[src/rtl/seg_display_pkg.sv]
// seg_display_pkg: display modes, FSM states, active-low glyphs and nibble decoder
package seg_display_pkg;
    typedef enum logic [1:0] {MODE_HEX = 2'b00, MODE_UDEC = 2'b01, MODE_SDEC = 2'b10} mode_t;
    typedef enum logic [1:0] {ST_IDLE, ST_CONV_A, ST_CONV_B, ST_COMMIT} state_t;
    localparam logic [7:0] GLYPH_0 = 8'hC0, GLYPH_1 = 8'hF9, GLYPH_2 = 8'hA4, GLYPH_3 = 8'hB0;
    localparam logic [7:0] GLYPH_4 = 8'h99, GLYPH_5 = 8'h92, GLYPH_6 = 8'h82, GLYPH_7 = 8'hF8;
    localparam logic [7:0] GLYPH_8 = 8'h80, GLYPH_9 = 8'h90, GLYPH_A = 8'h88, GLYPH_B = 8'h83;
    localparam logic [7:0] GLYPH_C = 8'hC6, GLYPH_D = 8'hA1, GLYPH_E = 8'h86, GLYPH_F = 8'h8E;
    localparam logic [7:0] GLYPH_BLANK = 8'hFF, GLYPH_MINUS = 8'hBF;
    function automatic logic [7:0] nib_glyph(input logic [3:0] n);
        case (n)
            4'h0: return GLYPH_0;
            4'h1: return GLYPH_1;
            4'h2: return GLYPH_2;
            4'h3: return GLYPH_3;
            4'h4: return GLYPH_4;
            4'h5: return GLYPH_5;
            4'h6: return GLYPH_6;
            4'h7: return GLYPH_7;
            4'h8: return GLYPH_8;
            4'h9: return GLYPH_9;
            4'hA: return GLYPH_A;
            4'hB: return GLYPH_B;
            4'hC: return GLYPH_C;
            4'hD: return GLYPH_D;
            4'hE: return GLYPH_E;
            default: return GLYPH_F;
        endcase
    endfunction
endpackage

[src/rtl/seg_scan_display_if.sv]
// seg_scan_display_if: processor-side load/busy bus of the display engine
interface seg_scan_display_if #(parameter int NUM_DIGITS = 8, parameter int VAL_W = 16);
    logic [VAL_W-1:0] val_a;
    logic [VAL_W-1:0] val_b;
    logic [NUM_DIGITS-1:0] dp_mask;
    logic [1:0] mode;
    logic load;
    logic busy;
    logic ovf;
    modport master (output val_a, val_b, dp_mask, mode, load, input busy, ovf);
    modport slave (input val_a, val_b, dp_mask, mode, load, output busy, ovf);
endinterface

[src/rtl/bin2bcd_seq.sv]
// bin2bcd_seq: VAL_W-cycle double dabble; the first shift happens on the start edge
module bin2bcd_seq #(
    parameter int VAL_W = 16,
    parameter int DIGITS = 5
) (
    input  logic                  i_clk,
    input  logic                  i_rst,
    input  logic                  i_start,
    input  logic [VAL_W-1:0]      i_val,
    output logic                  o_done,
    output logic [4*DIGITS-1:0]   o_bcd
);
    localparam int CW = $clog2(VAL_W + 1);
    logic [VAL_W-1:0] r_sh;
    logic [CW-1:0] r_cnt;
    logic [4*DIGITS-1:0] r_bcd;
    function automatic logic [4*DIGITS-1:0] step(input logic [4*DIGITS-1:0] b, input logic in);
        logic [4*DIGITS-1:0] t;
        t = b;
        for (int k = 0; k < DIGITS; k++)
            t[4*k+:4] = t[4*k+:4] >= 4'd5 ? t[4*k+:4] + 4'd3 : t[4*k+:4];
        return {t[4*DIGITS-2:0], in};
    endfunction
    always_ff @(posedge i_clk) begin
        if (i_rst) begin
            r_sh <= '0;
            r_cnt <= '0;
            r_bcd <= '0;
        end else if (i_start) begin
            r_bcd <= step('0, i_val[VAL_W-1]);
            r_sh <= i_val << 1;
            r_cnt <= CW'(VAL_W - 1);
        end else if (r_cnt != '0) begin
            r_bcd <= step(r_bcd, r_sh[VAL_W-1]);
            r_sh <= r_sh << 1;
            r_cnt <= r_cnt - 1'b1;
        end
    end
    assign o_done = r_cnt == '0;
    assign o_bcd = r_bcd;
endmodule

[src/rtl/seg_scan_display.sv]
// seg_scan_display: multiplexed 7-seg engine (hex/udec/sdec); SEG_LEADING_ZERO_BLANK_EN blanks leading zeros
module seg_scan_display import seg_display_pkg::*; #(
    parameter int NUM_DIGITS = 8,
    parameter int VAL_W = 16,
    parameter int SCAN_DIV = 1024
) (
    input  logic                  i_clk,
    input  logic                  i_rst,
    seg_scan_display_if.slave     bus,
    output logic [7:0]            o_seg,
    output logic [NUM_DIGITS-1:0] o_seg_sel
);
    localparam int H = NUM_DIGITS / 2;
    localparam int BD = VAL_W * 30103 / 100000 + 1;
    localparam int HD = (VAL_W + 3) / 4;
    localparam int NS0 = BD > HD ? BD : HD;
    localparam int NS = NS0 > H ? NS0 : H;
    localparam int IW = $clog2(NUM_DIGITS);
    localparam int CW = SCAN_DIV > 1 ? $clog2(SCAN_DIV) : 1;
    typedef struct packed {logic ovf; logic [8*H-1:0] g;} half_t;
    function automatic logic [VAL_W-1:0] mag(input logic [VAL_W-1:0] v, input logic [1:0] m);
        return (m == MODE_SDEC && v[VAL_W-1]) ? -v : v;
    endfunction
    // Digits at or above nd are not available to the magnitude; any nonzero one there overflows
    function automatic half_t render(input logic [VAL_W-1:0] v, input logic [4*BD-1:0] bcd, input logic [1:0] m);
        half_t r;
        logic [4*NS-1:0] s;
        logic neg;
        int nd;
`ifdef SEG_LEADING_ZERO_BLANK_EN
        logic lead;
        lead = 1'b1;
`endif
        neg = m == MODE_SDEC && v[VAL_W-1];
        nd = neg ? H - 1 : H;
        s = (m == MODE_UDEC || m == MODE_SDEC) ? (4*NS)'(bcd) : (4*NS)'(v);
        r.ovf = 1'b0;
        for (int k = 0; k < NS; k++)
            if (k >= nd && s[4*k+:4] != 4'd0) r.ovf = 1'b1;
        for (int k = 0; k < H; k++)
            r.g[8*k+:8] = k < nd ? nib_glyph(s[4*k+:4]) : GLYPH_MINUS;
`ifdef SEG_LEADING_ZERO_BLANK_EN
        for (int k = H - 1; k > 0; k--)
            if (k < nd) begin
                if (lead && s[4*k+:4] == 4'd0) r.g[8*k+:8] = GLYPH_BLANK;
                else lead = 1'b0;
            end
`endif
        if (r.ovf) r.g = {H{GLYPH_MINUS}};
        return r;
    endfunction
    state_t r_state;
    logic r_busy, r_ovf;
    logic [VAL_W-1:0] r_val_a, r_val_b;
    logic [1:0] r_mode;
    logic [NUM_DIGITS-1:0] r_dp_ld, r_dp;
    logic [4*BD-1:0] r_bcd_a;
    logic [8*NUM_DIGITS-1:0] r_buf;
    logic [CW-1:0] r_cnt;
    logic [IW-1:0] r_idx;
    logic w_acc, w_dec, w_start, w_done, w_commit;
    logic [VAL_W-1:0] w_conv_val;
    logic [4*BD-1:0] w_bcd;
    half_t w_a, w_b;
    logic [8*NUM_DIGITS-1:0] w_buf;
    logic [NUM_DIGITS-1:0] w_dp;
    assign w_acc = bus.load && r_state == ST_IDLE;
    assign w_dec = bus.mode == MODE_UDEC || bus.mode == MODE_SDEC;
    assign w_start = (w_acc && w_dec) || (r_state == ST_CONV_A && w_done);
    assign w_conv_val = r_state == ST_IDLE ? mag(bus.val_a, bus.mode) : mag(r_val_b, r_mode);
    // B's digits stay in the converter until COMMIT, so only A needs a copy
    assign w_a = render(r_val_a, r_bcd_a, r_mode);
    assign w_b = render(r_val_b, w_bcd, r_mode);
    assign w_commit = r_state == ST_COMMIT;
    assign w_buf = w_commit ? {w_b.g, w_a.g} : r_buf;
    assign w_dp = w_commit ? r_dp_ld : r_dp;
    assign bus.busy = r_busy;
    assign bus.ovf = r_ovf;
    bin2bcd_seq #(.VAL_W(VAL_W), .DIGITS(BD)) u_conv (
        .i_clk(i_clk), .i_rst(i_rst), .i_start(w_start), .i_val(w_conv_val),
        .o_done(w_done), .o_bcd(w_bcd)
    );
    always_ff @(posedge i_clk) begin
        if (i_rst) begin
            r_state <= ST_IDLE;
            r_busy <= 1'b0;
            r_ovf <= 1'b0;
            r_val_a <= '0;
            r_val_b <= '0;
            r_mode <= '0;
            r_dp_ld <= '0;
            r_dp <= '0;
            r_bcd_a <= '0;
            r_buf <= '1;
        end else begin
            case (r_state)
                ST_IDLE: if (w_acc) begin
                    r_val_a <= bus.val_a;
                    r_val_b <= bus.val_b;
                    r_mode <= bus.mode;
                    r_dp_ld <= bus.dp_mask;
                    r_busy <= 1'b1;
                    r_state <= w_dec ? ST_CONV_A : ST_COMMIT;
                end
                ST_CONV_A: if (w_done) begin
                    r_bcd_a <= w_bcd;
                    r_state <= ST_CONV_B;
                end
                ST_CONV_B: if (w_done) r_state <= ST_COMMIT;
                default: begin
                    r_buf <= w_buf;
                    r_dp <= w_dp;
                    r_ovf <= w_a.ovf | w_b.ovf;
                    r_busy <= 1'b0;
                    r_state <= ST_IDLE;
                end
            endcase
        end
    end
    // Scan reads the post-commit buffer so a new glyph shows the cycle after COMMIT
    always_ff @(posedge i_clk) begin
        if (i_rst) begin
            r_cnt <= '0;
            r_idx <= '0;
            o_seg <= 8'hFF;
            o_seg_sel <= '1;
        end else begin
            r_cnt <= r_cnt == CW'(SCAN_DIV - 1) ? '0 : r_cnt + 1'b1;
            if (r_cnt == CW'(SCAN_DIV - 1)) r_idx <= r_idx == IW'(NUM_DIGITS - 1) ? '0 : r_idx + 1'b1;
            o_seg <= w_buf[8*r_idx+:8] & ~{w_dp[r_idx], 7'd0};
            o_seg_sel <= ~(NUM_DIGITS'(1) << r_idx);
        end
    end
endmodule
[src/flat_wrapper.sv]
// flat-port wrapper written by rule: the top's interface ports become plain ports
module seg_scan_display_flat import seg_display_pkg::*;
#(
    parameter int NUM_DIGITS = 8,
    parameter int VAL_W = 16,
    parameter int SCAN_DIV = 1024
)
  (i_clk, i_rst, o_seg, o_seg_sel, bus_val_a, bus_val_b, bus_dp_mask, bus_mode, bus_load, bus_busy, bus_ovf);
  seg_scan_display_if #(.NUM_DIGITS(NUM_DIGITS), .VAL_W(VAL_W)) bus_i ();
  input  logic i_clk;
  input  logic i_rst;
  output logic [7:0] o_seg;
  output logic [NUM_DIGITS-1:0] o_seg_sel;
  input wire logic [$bits(bus_i.val_a)-1:0] bus_val_a;
  input wire logic [$bits(bus_i.val_b)-1:0] bus_val_b;
  input wire logic [$bits(bus_i.dp_mask)-1:0] bus_dp_mask;
  input wire logic [$bits(bus_i.mode)-1:0] bus_mode;
  input wire logic [$bits(bus_i.load)-1:0] bus_load;
  output wire logic [$bits(bus_i.busy)-1:0] bus_busy;
  output wire logic [$bits(bus_i.ovf)-1:0] bus_ovf;
  assign bus_i.val_a = bus_val_a;
  assign bus_i.val_b = bus_val_b;
  assign bus_i.dp_mask = bus_dp_mask;
  assign bus_i.mode = bus_mode;
  assign bus_i.load = bus_load;
  assign bus_busy = bus_i.busy;
  assign bus_ovf = bus_i.ovf;
  seg_scan_display #(.NUM_DIGITS(NUM_DIGITS), .VAL_W(VAL_W), .SCAN_DIV(SCAN_DIV)) u_core (.i_clk(i_clk), .i_rst(i_rst), .bus(bus_i), .o_seg(o_seg), .o_seg_sel(o_seg_sel));
endmodule
[config.mk]
export PLATFORM = sky130hd
export DESIGN_NAME = seg_scan_display_flat
export DESIGN_NICKNAME = d
export VERILOG_FILES = /design/src/rtl/seg_display_pkg.sv /design/src/rtl/seg_scan_display_if.sv /design/src/rtl/bin2bcd_seq.sv /design/src/rtl/seg_scan_display.sv /design/src/flat_wrapper.sv
export SDC_FILE = /design/constraint.sdc
export NUM_CORES = 1
export LEC_CHECK = 0
export ABC_CLOCK_PERIOD_IN_PS = 4600
export CAP_MARGIN = 40
export CORE_MARGIN = 8
export CORE_UTILIZATION = 62
export CTS_CLUSTER_SIZE = 8
export DETAILED_ROUTE_END_ITERATION = 8
export GPL_TIMING_DRIVEN = 0
export PLACE_DENSITY = 0.85
export SLEW_MARGIN = 25
export SYNTH_ARGS = -nofsm -noshare
export SYNTH_HDL_FRONTEND = slang
export SYNTH_SLANG_ARGS = --single-unit
[constraint.sdc]
create_clock -name i_clk -period 4.6 [get_ports i_clk]
set_input_delay 0.69 -clock i_clk [delete_from_list [all_inputs] [get_ports i_clk]]
set_output_delay 0.69 -clock i_clk [all_outputs]
set_load 0.02 [all_outputs]
== Word level (Yosys, flattened, before mapping) ==
Memory sizes are Yosys's and may differ from the RTL's.
Cells that the tools add are included.

* Add/subtract/negate cells: 10
* Order comparisons: 24
* Equality and inequality tests: 12
* Shift-type cells: 2
* Mux-type cells: 50
* Bitwise operators: 5
* Reductions and logical operators: 41

{| class="wikitable"
|+ Operators by type and width
! operator !! number
|-
| $ge A3 B32 Y1 const A || 4
|-
| $lt A3 B32 Y1 const A || 4
|-
| $mux W16 || 5
|-
| $mux W8 || 9
|-
| $ge A1 B32 Y1 const A || 2
|-
| $ge A2 B32 Y1 const A || 2
|-
| $ge A4 B32 Y1 const A || 2
|-
| $lt A1 B32 Y1 const A || 2
|-
| $lt A2 B32 Y1 const A || 2
|-
| $mux W32 || 2
|-
| $mux W64 || 1
|-
| $shiftx A64 B7 Y8 || 1
|-
| $mux W20 || 2
|-
| $reduce_bool A4 Y1 || 10
|-
| $neg A16 Y16 || 2
|-
| $mux W4 || 6
|-
| $ge A4 B3 Y1 const B || 5
|-
| $add A4 B2 Y4 const B || 4
|-
| $logic_and A1 B1 Y1 || 16
|-
| $not A8 Y8 || 2
|-
| $mux W1 || 14
|-
| $mux W3 || 4
|-
| $add A10 B1 Y10 const B || 1
|-
| $eq A10 B10 Y1 const B || 1
|-
| other kinds (25) || 41
|}

* Flip-flop bits (word level): 207
* Memory bits (read-only): 896
* Input port bits: 45
* Output and inout port bits: 18
* Memories kept: 8

{| class="wikitable"
|+ Memory list
! name !! words !! width !! read ports !! clocked after memory_dff !! wr ports !! line !! text
|-
| (no name shown) || 16 || 7 || 1 || 0 || 0 || seg_display_pkg.sv:11 || <nowiki>case (n)</nowiki>
|-
| (no name shown) || 16 || 7 || 1 || 0 || 0 || seg_display_pkg.sv:11 ||
|-
| (no name shown) || 16 || 7 || 1 || 0 || 0 || seg_display_pkg.sv:11 ||
|-
| (no name shown) || 16 || 7 || 1 || 0 || 0 || seg_display_pkg.sv:11 ||
|-
| (no name shown) || 16 || 7 || 1 || 0 || 0 || seg_display_pkg.sv:11 ||
|-
| (no name shown) || 16 || 7 || 1 || 0 || 0 || seg_display_pkg.sv:11 ||
|-
| 2 more memories || -- || -- || -- || -- || -- || -- ||
|}

== Depth between registers and ports, before layout ==
* Depth after elaboration: 14
* Gate-level depth with buffers: 17

== Modules after synthesis ==
From an unflattened synthesis, not the netlist that was laid out.

* Cells, all modules: 1695
* Area total of the unflattened synthesis: 13471.7 µm²

{| class="wikitable"
|+ Modules (own cells, without submodules)
! module !! times used !! cells each !! area an instance (µm²)
|-
| seg_scan_display || 1 || 1422 || 11285.8
|-
| bin2bcd_seq || 1 || 273 || 2185.8
|}

== Worst setup path before layout ==
No wires, ideal clock.

* Kind: reg2reg
* Start: register u_core.r_mode[0]
* End: register u_core.o_seg[2]
* Arrival: 3240 ps
* Setup slack: 1219 ps
* Cell stages (with the launch flop): 17
* Buffers on the path: 6
* Period minus slack after synthesis: 3381 ps
* Cells stage by stage: dfxtp_1 -> inv_1 -> ha_1 -> buf_6 -> buf_12 -> buf_6 -> buf_2 -> buf_4 -> mux2i_1 -> ha_1 -> nor4b_2 -> o221ai_1 -> buf_4 -> a311oi_1 -> o32ai_1 -> o22ai_1 -> a311oi_1

* Word-level cells in the longest chain between the ends: 14
* Elaborated cells between the ends (all ways): 78

{| class="wikitable"
|+ RTL lines
! element !! line !! text
|-
| start: declaration || seg_scan_display.sv:55 || <nowiki>logic [1:0] r_mode;</nowiki>
|-
| start signal: assignment || seg_scan_display.sv:100 || <nowiki>r_mode <= bus.mode;</nowiki>
|-
| $eq A2 B2 Y1 / $eq A2 B1 Y1 (equally long branches) || seg_scan_display.sv:34, seg_scan_display.sv:36 ||
|-
| $logic_and A1 B1 Y1 / $logic_or A1 B1 Y1 (equally long branches) || seg_scan_display.sv:34, seg_scan_display.sv:36 ||
|-
| $mux W3 / $mux W20 (equally long branches) || seg_scan_display.sv:35, seg_scan_display.sv:36 ||
|-
| $ge A1 B32 Y1 / $reduce_bool A4 Y1 (equally long branches) || seg_scan_display.sv:39 || <nowiki>if (k >= nd && s[4*k+:4] != 4'd0) r.ovf = 1'b1;</nowiki>
|-
| $logic_and A1 B1 Y1 || seg_scan_display.sv:39 ||
|-
| $mux W1 (5 in a row) || seg_scan_display.sv:39 ||
|-
| $mux W32 || seg_scan_display.sv:49 || <nowiki>if (r.ovf) r.g = {H{GLYPH_MINUS}};</nowiki>
|-
| $mux W64 * || seg_scan_display.sv:75 || <nowiki>assign w_buf = w_commit ? {w_b.g, w_a.g} : r_buf;</nowiki>
|-
| $shiftx A64 B7 Y8 * || seg_scan_display.sv:130 || <nowiki>o_seg <= w_buf[8*r_idx+:8] & ~{w_dp[r_idx], 7'd0};</nowiki>
|-
| $and A8 B8 Y8 * || seg_scan_display.sv:130 ||
|-
| end signal: assignment || seg_scan_display.sv:130 ||
|-
| end: declaration || seg_scan_display.sv:10 || <nowiki>output logic [7:0] o_seg,</nowiki>
|}

Mark *: on every way between the ends. The rest lies on a longest branch, timed or not.
A chain may end at the register's enable or synchronous reset.

== Worst setup path in the final report ==
* Start: register u_core.r_mode[0]
* End: register u_core.o_seg[4]

Same word-level chain as after synthesis.

==> results.yml <==
run_status:
  status: "finished clean"
global_routing:
  grt_pass1_wl_um: 70100
  grt_use_total_pct: 33.5
  antenna_found_initial: 2
  grt_pass1_vias: 12554
  grt_max_degree: 15
  overflow: 0
yosys:
  synth-seq-area-share_pct: 31.1
  synth_cell_type_count: 86
  netlist_top_cells_area: "dfxtp_1, ha_1, nand2_1"
  yosys.area.top_type: "dfxtp_1"
  yosys_register_bits: 207
  yosysMostFrequentCell: "nand2_1"
  syn_nets: 1807
  netlist_area_mm2: 0.0133
  synth-warning-count: 0
  syn_inst: 1673
  synth.top_cell.area_share_pct: 31.1
  synthTopCellsByCount: "nand2_1, dfxtp_1, a21oi_1, nor2_1, clkbuf_1"
  synth_edf_count: 0
  ys.flop_type: "dfxtp_1"
  async_flop_share_pct: 0
  syn_area_per_cell_um2: 7.97
timing:
  slew_viol_final: 0
  min_period_over_period_pct: 99.2
  fin_ws_ns: 0.0389
  worst_slew_pin_slew_ns: 0.945
  fmax_ghz: 0.219
  rsz0062_at_grt: "no"
  setup_viol: 0
  hold_violations: 0
  fin_skew_ns: 0.0211
  relSlewSlack_pct: 36.2
  post-route-min-period_ns: 4.56
place:
  gp_congestion: 0.973
  post-dp-hpwl_um: 34100
  post-place-ws_ns: -0.0806
  port_buffers: 62
  dp.cells: 2012
critical_path:
  required_ns: 4.95
  start_kind: "register"
  worstPathMaxFanout: 10
  end_kind: "register"
  path_class: "reg2reg"
  reg2reg_setup_slack_ns: 0.04
  critPathArrivalTime_ns: 4.91
clock_network:
  clkSinkCount: 207
  cts_tree: "built"
  ctsHoldBuffers: 0
  htreeDepth: 1
  clk_latency_ns: 0.55
  cts_resized: 2
  postCtsSetupBuffers: 0
  cts-root-buf: "clkbuf_16"
  clockBufferDepth: 3
  cts.clk_slew.worst_paths_ns: 0.05
  cts_made_buffers: 29
cells_and_area:
  drive_gt1_share_pct: 7.74
  syn2layout_area_growth_pct: 13.6
  fin_nets: 1904
  antenna_cells: 0
  fin_cells: 2045
drt:
  drtPass1Iterations: 6
  vias: 13220
  drtIter0Drc: 1592
  drc: 0
  vias_per_cell: 6.46
  drt-total-wl_um: 45600
  drt.antenna.violating_nets: 0
  post_drt_wl_per_cell_um: 22.3
die:
  num_rows: 53
  die_h_um: 163
  initial_core_util_pct: 63.2
  die_w_um: 163
  io-pin-count: 63
  die_area_mm2: 0.0264
  coreArea_mm2: 0.0211
pwr:
  p_per_area_mw_per_mm2: 446
  p_switching_uw: 2710
  p_leak_uw: 0.00584
  sequentialPowerShare_pct: 32.1
  p_clk_share_pct: 27.7
  ir_drop_v: 0.000403
  p_sw_share_pct: 40.1
  power_frac_comb_pct: 40.3
  intPower_uw: 4050
hold_path:
  hp-class: "reg2reg"
flow_run:
  maxCapViolations: 0
registers in the layout (all words and copies together), names as in the netlist, 2 cells and up:
register,flops
u_core.r_dp,8
u_core.r_val_a,16
u_core.r_bcd_a,20
u_core.r_cnt,10
u_core.u_conv.o_bcd,20
u_core.u_conv.r_sh,15
u_core.r_dp_ld,8
u_core.o_seg_sel,8
u_core.r_state,2
u_core.r_buf,64
u_core.u_conv.r_cnt,5
u_core.r_idx,3
u_core.o_seg,8
u_core.r_val_b,16
u_core.r_mode,2
per-stage QoR:
stage | util (%) | setup TNS [ns] | total power [µW] | cell area (µm²) | hold slack, ns
after detailed placement | 67.9 | -0.0806 | 4770 | 14300 | 0.427
after CTS | 71.4 | 0 | 6640 | 15100 | 0.439
after global placement | 67.8 | -0.0589 | 4710 | 14300 | 0.420
after global routing | 71.8 | 0 | 7040 | 15100 | 0.453
final | 71.8 | 0 | 6760 | 15100 | 0.437
after floorplan | - | 0 | 3980 | 13300 | 0.407
logic make-up (layout without fill, tap and decap cells):
| kind of cell | count (synthesis) | after routing | share of synthesized area [%] |
|---|---|---|---|
| flip-flops | 207 | 207 | 31.1 |
| multiplexers | 96 | 96 | 8.35 |
| buffers and inverters | 192 | 289 | 6.05 |
| adder cells (fa/ha/maj) | 89 | 89 | 8.35 |
| AO/OA/AOI/OAI | 435 | 435 | 21.0 |
| XOR/XNOR | 53 | 53 | 3.48 |
| AND/OR/NAND/NOR | 601 | 601 | 21.7 |
power by group through the flow:
stage / combinational [µW] / sequential [µW] / clock (µW)
after global placement: 2530 / 2180 / 0
final: 2720 / 2170 / 1870
after CTS: 2610 / 2150 / 1870
after floorplan: 1830 / 2150 / 0
after detailed placement: 2580 / 2190 / 0
after global routing: 2920 / 2180 / 1940
final timing paths:
check | from | endpoint | depth (start not counted)
setup reg to reg | u_core.r_mode[0] | u_core.o_seg[4] | 14
setup / recovery | u_core.r_mode[0] | u_core.o_seg[4] | 14
hold reg to reg | u_core.r_buf[55] | u_core.r_buf[55] | 1
hold / removal | u_core.r_buf[55] | u_core.r_buf[55] | 1
area by class of cell:
cell class | instances | area, µm²
multi-input cells | 1274 | 8450
well taps | 275 | 344
plain buffers | 121 | 541
inverters | 71 | 267
clock buffers | 30 | 729
fillers | 1705 | 5940
repair buffers | 66 | 659
clock inverters | 1 | 8.76
flip-flops and latches | 207 | 4140
worst max-delay path, stage by stage (launching register included):
cell and delay [ns]:
dfxtp_1 0.33, inv_1 0.05, ha_1 0.35, buf_6 0.23
buf_12 0.20, buf_6 0.20, buf_2 0.26, buf_4 0.26
o21a_1 0.25, ha_1 0.25, nor4b_2 0.31, o221ai_1 0.28
buf_2 0.30, o311ai_0 0.84, a22oi_1 0.22
per-layer routing:
metal  global-route usage [%]  share of wire [%]  vias to the layer above
li1                         -                  -                     6060
met5                        0              0.053                        -
met4                     15.7                5.1                        4
met1                     42.3                 39                     6167
met3                     9.63                 13                      171
met2                     52.0                 43                      818
placed cells by master, fill, tap and decap left out, types with 8 or more instances in the layout:
cell               n
a211o_1           12
a211oi_1          24
a21oi_1          166
a221oi_1          11
a22oi_1            8
a311oi_1          11
a31oi_1           20
buf_2             15
clkbuf_1          91
clkbuf_16         29
clkdlybuf4s50_1   62
dfxtp_1          207
ha_1              89
inv_1             67
mux2_2            17
mux2i_1           63
nand2_1          249
nand2b_1          37
nand3_1           27
nand3b_1          19
nor2_1           136
nor2b_1           11
nor3_1            24
nor3b_1           15
nor4_1            12
o21ai_0           71
o221ai_1          10
o22ai_1           13
o31ai_1           11
o32ai_1            8
or2_2             20
or3_1             12
xnor2_1           20
xor2_1            33
(Power assumes the default switching activity.)
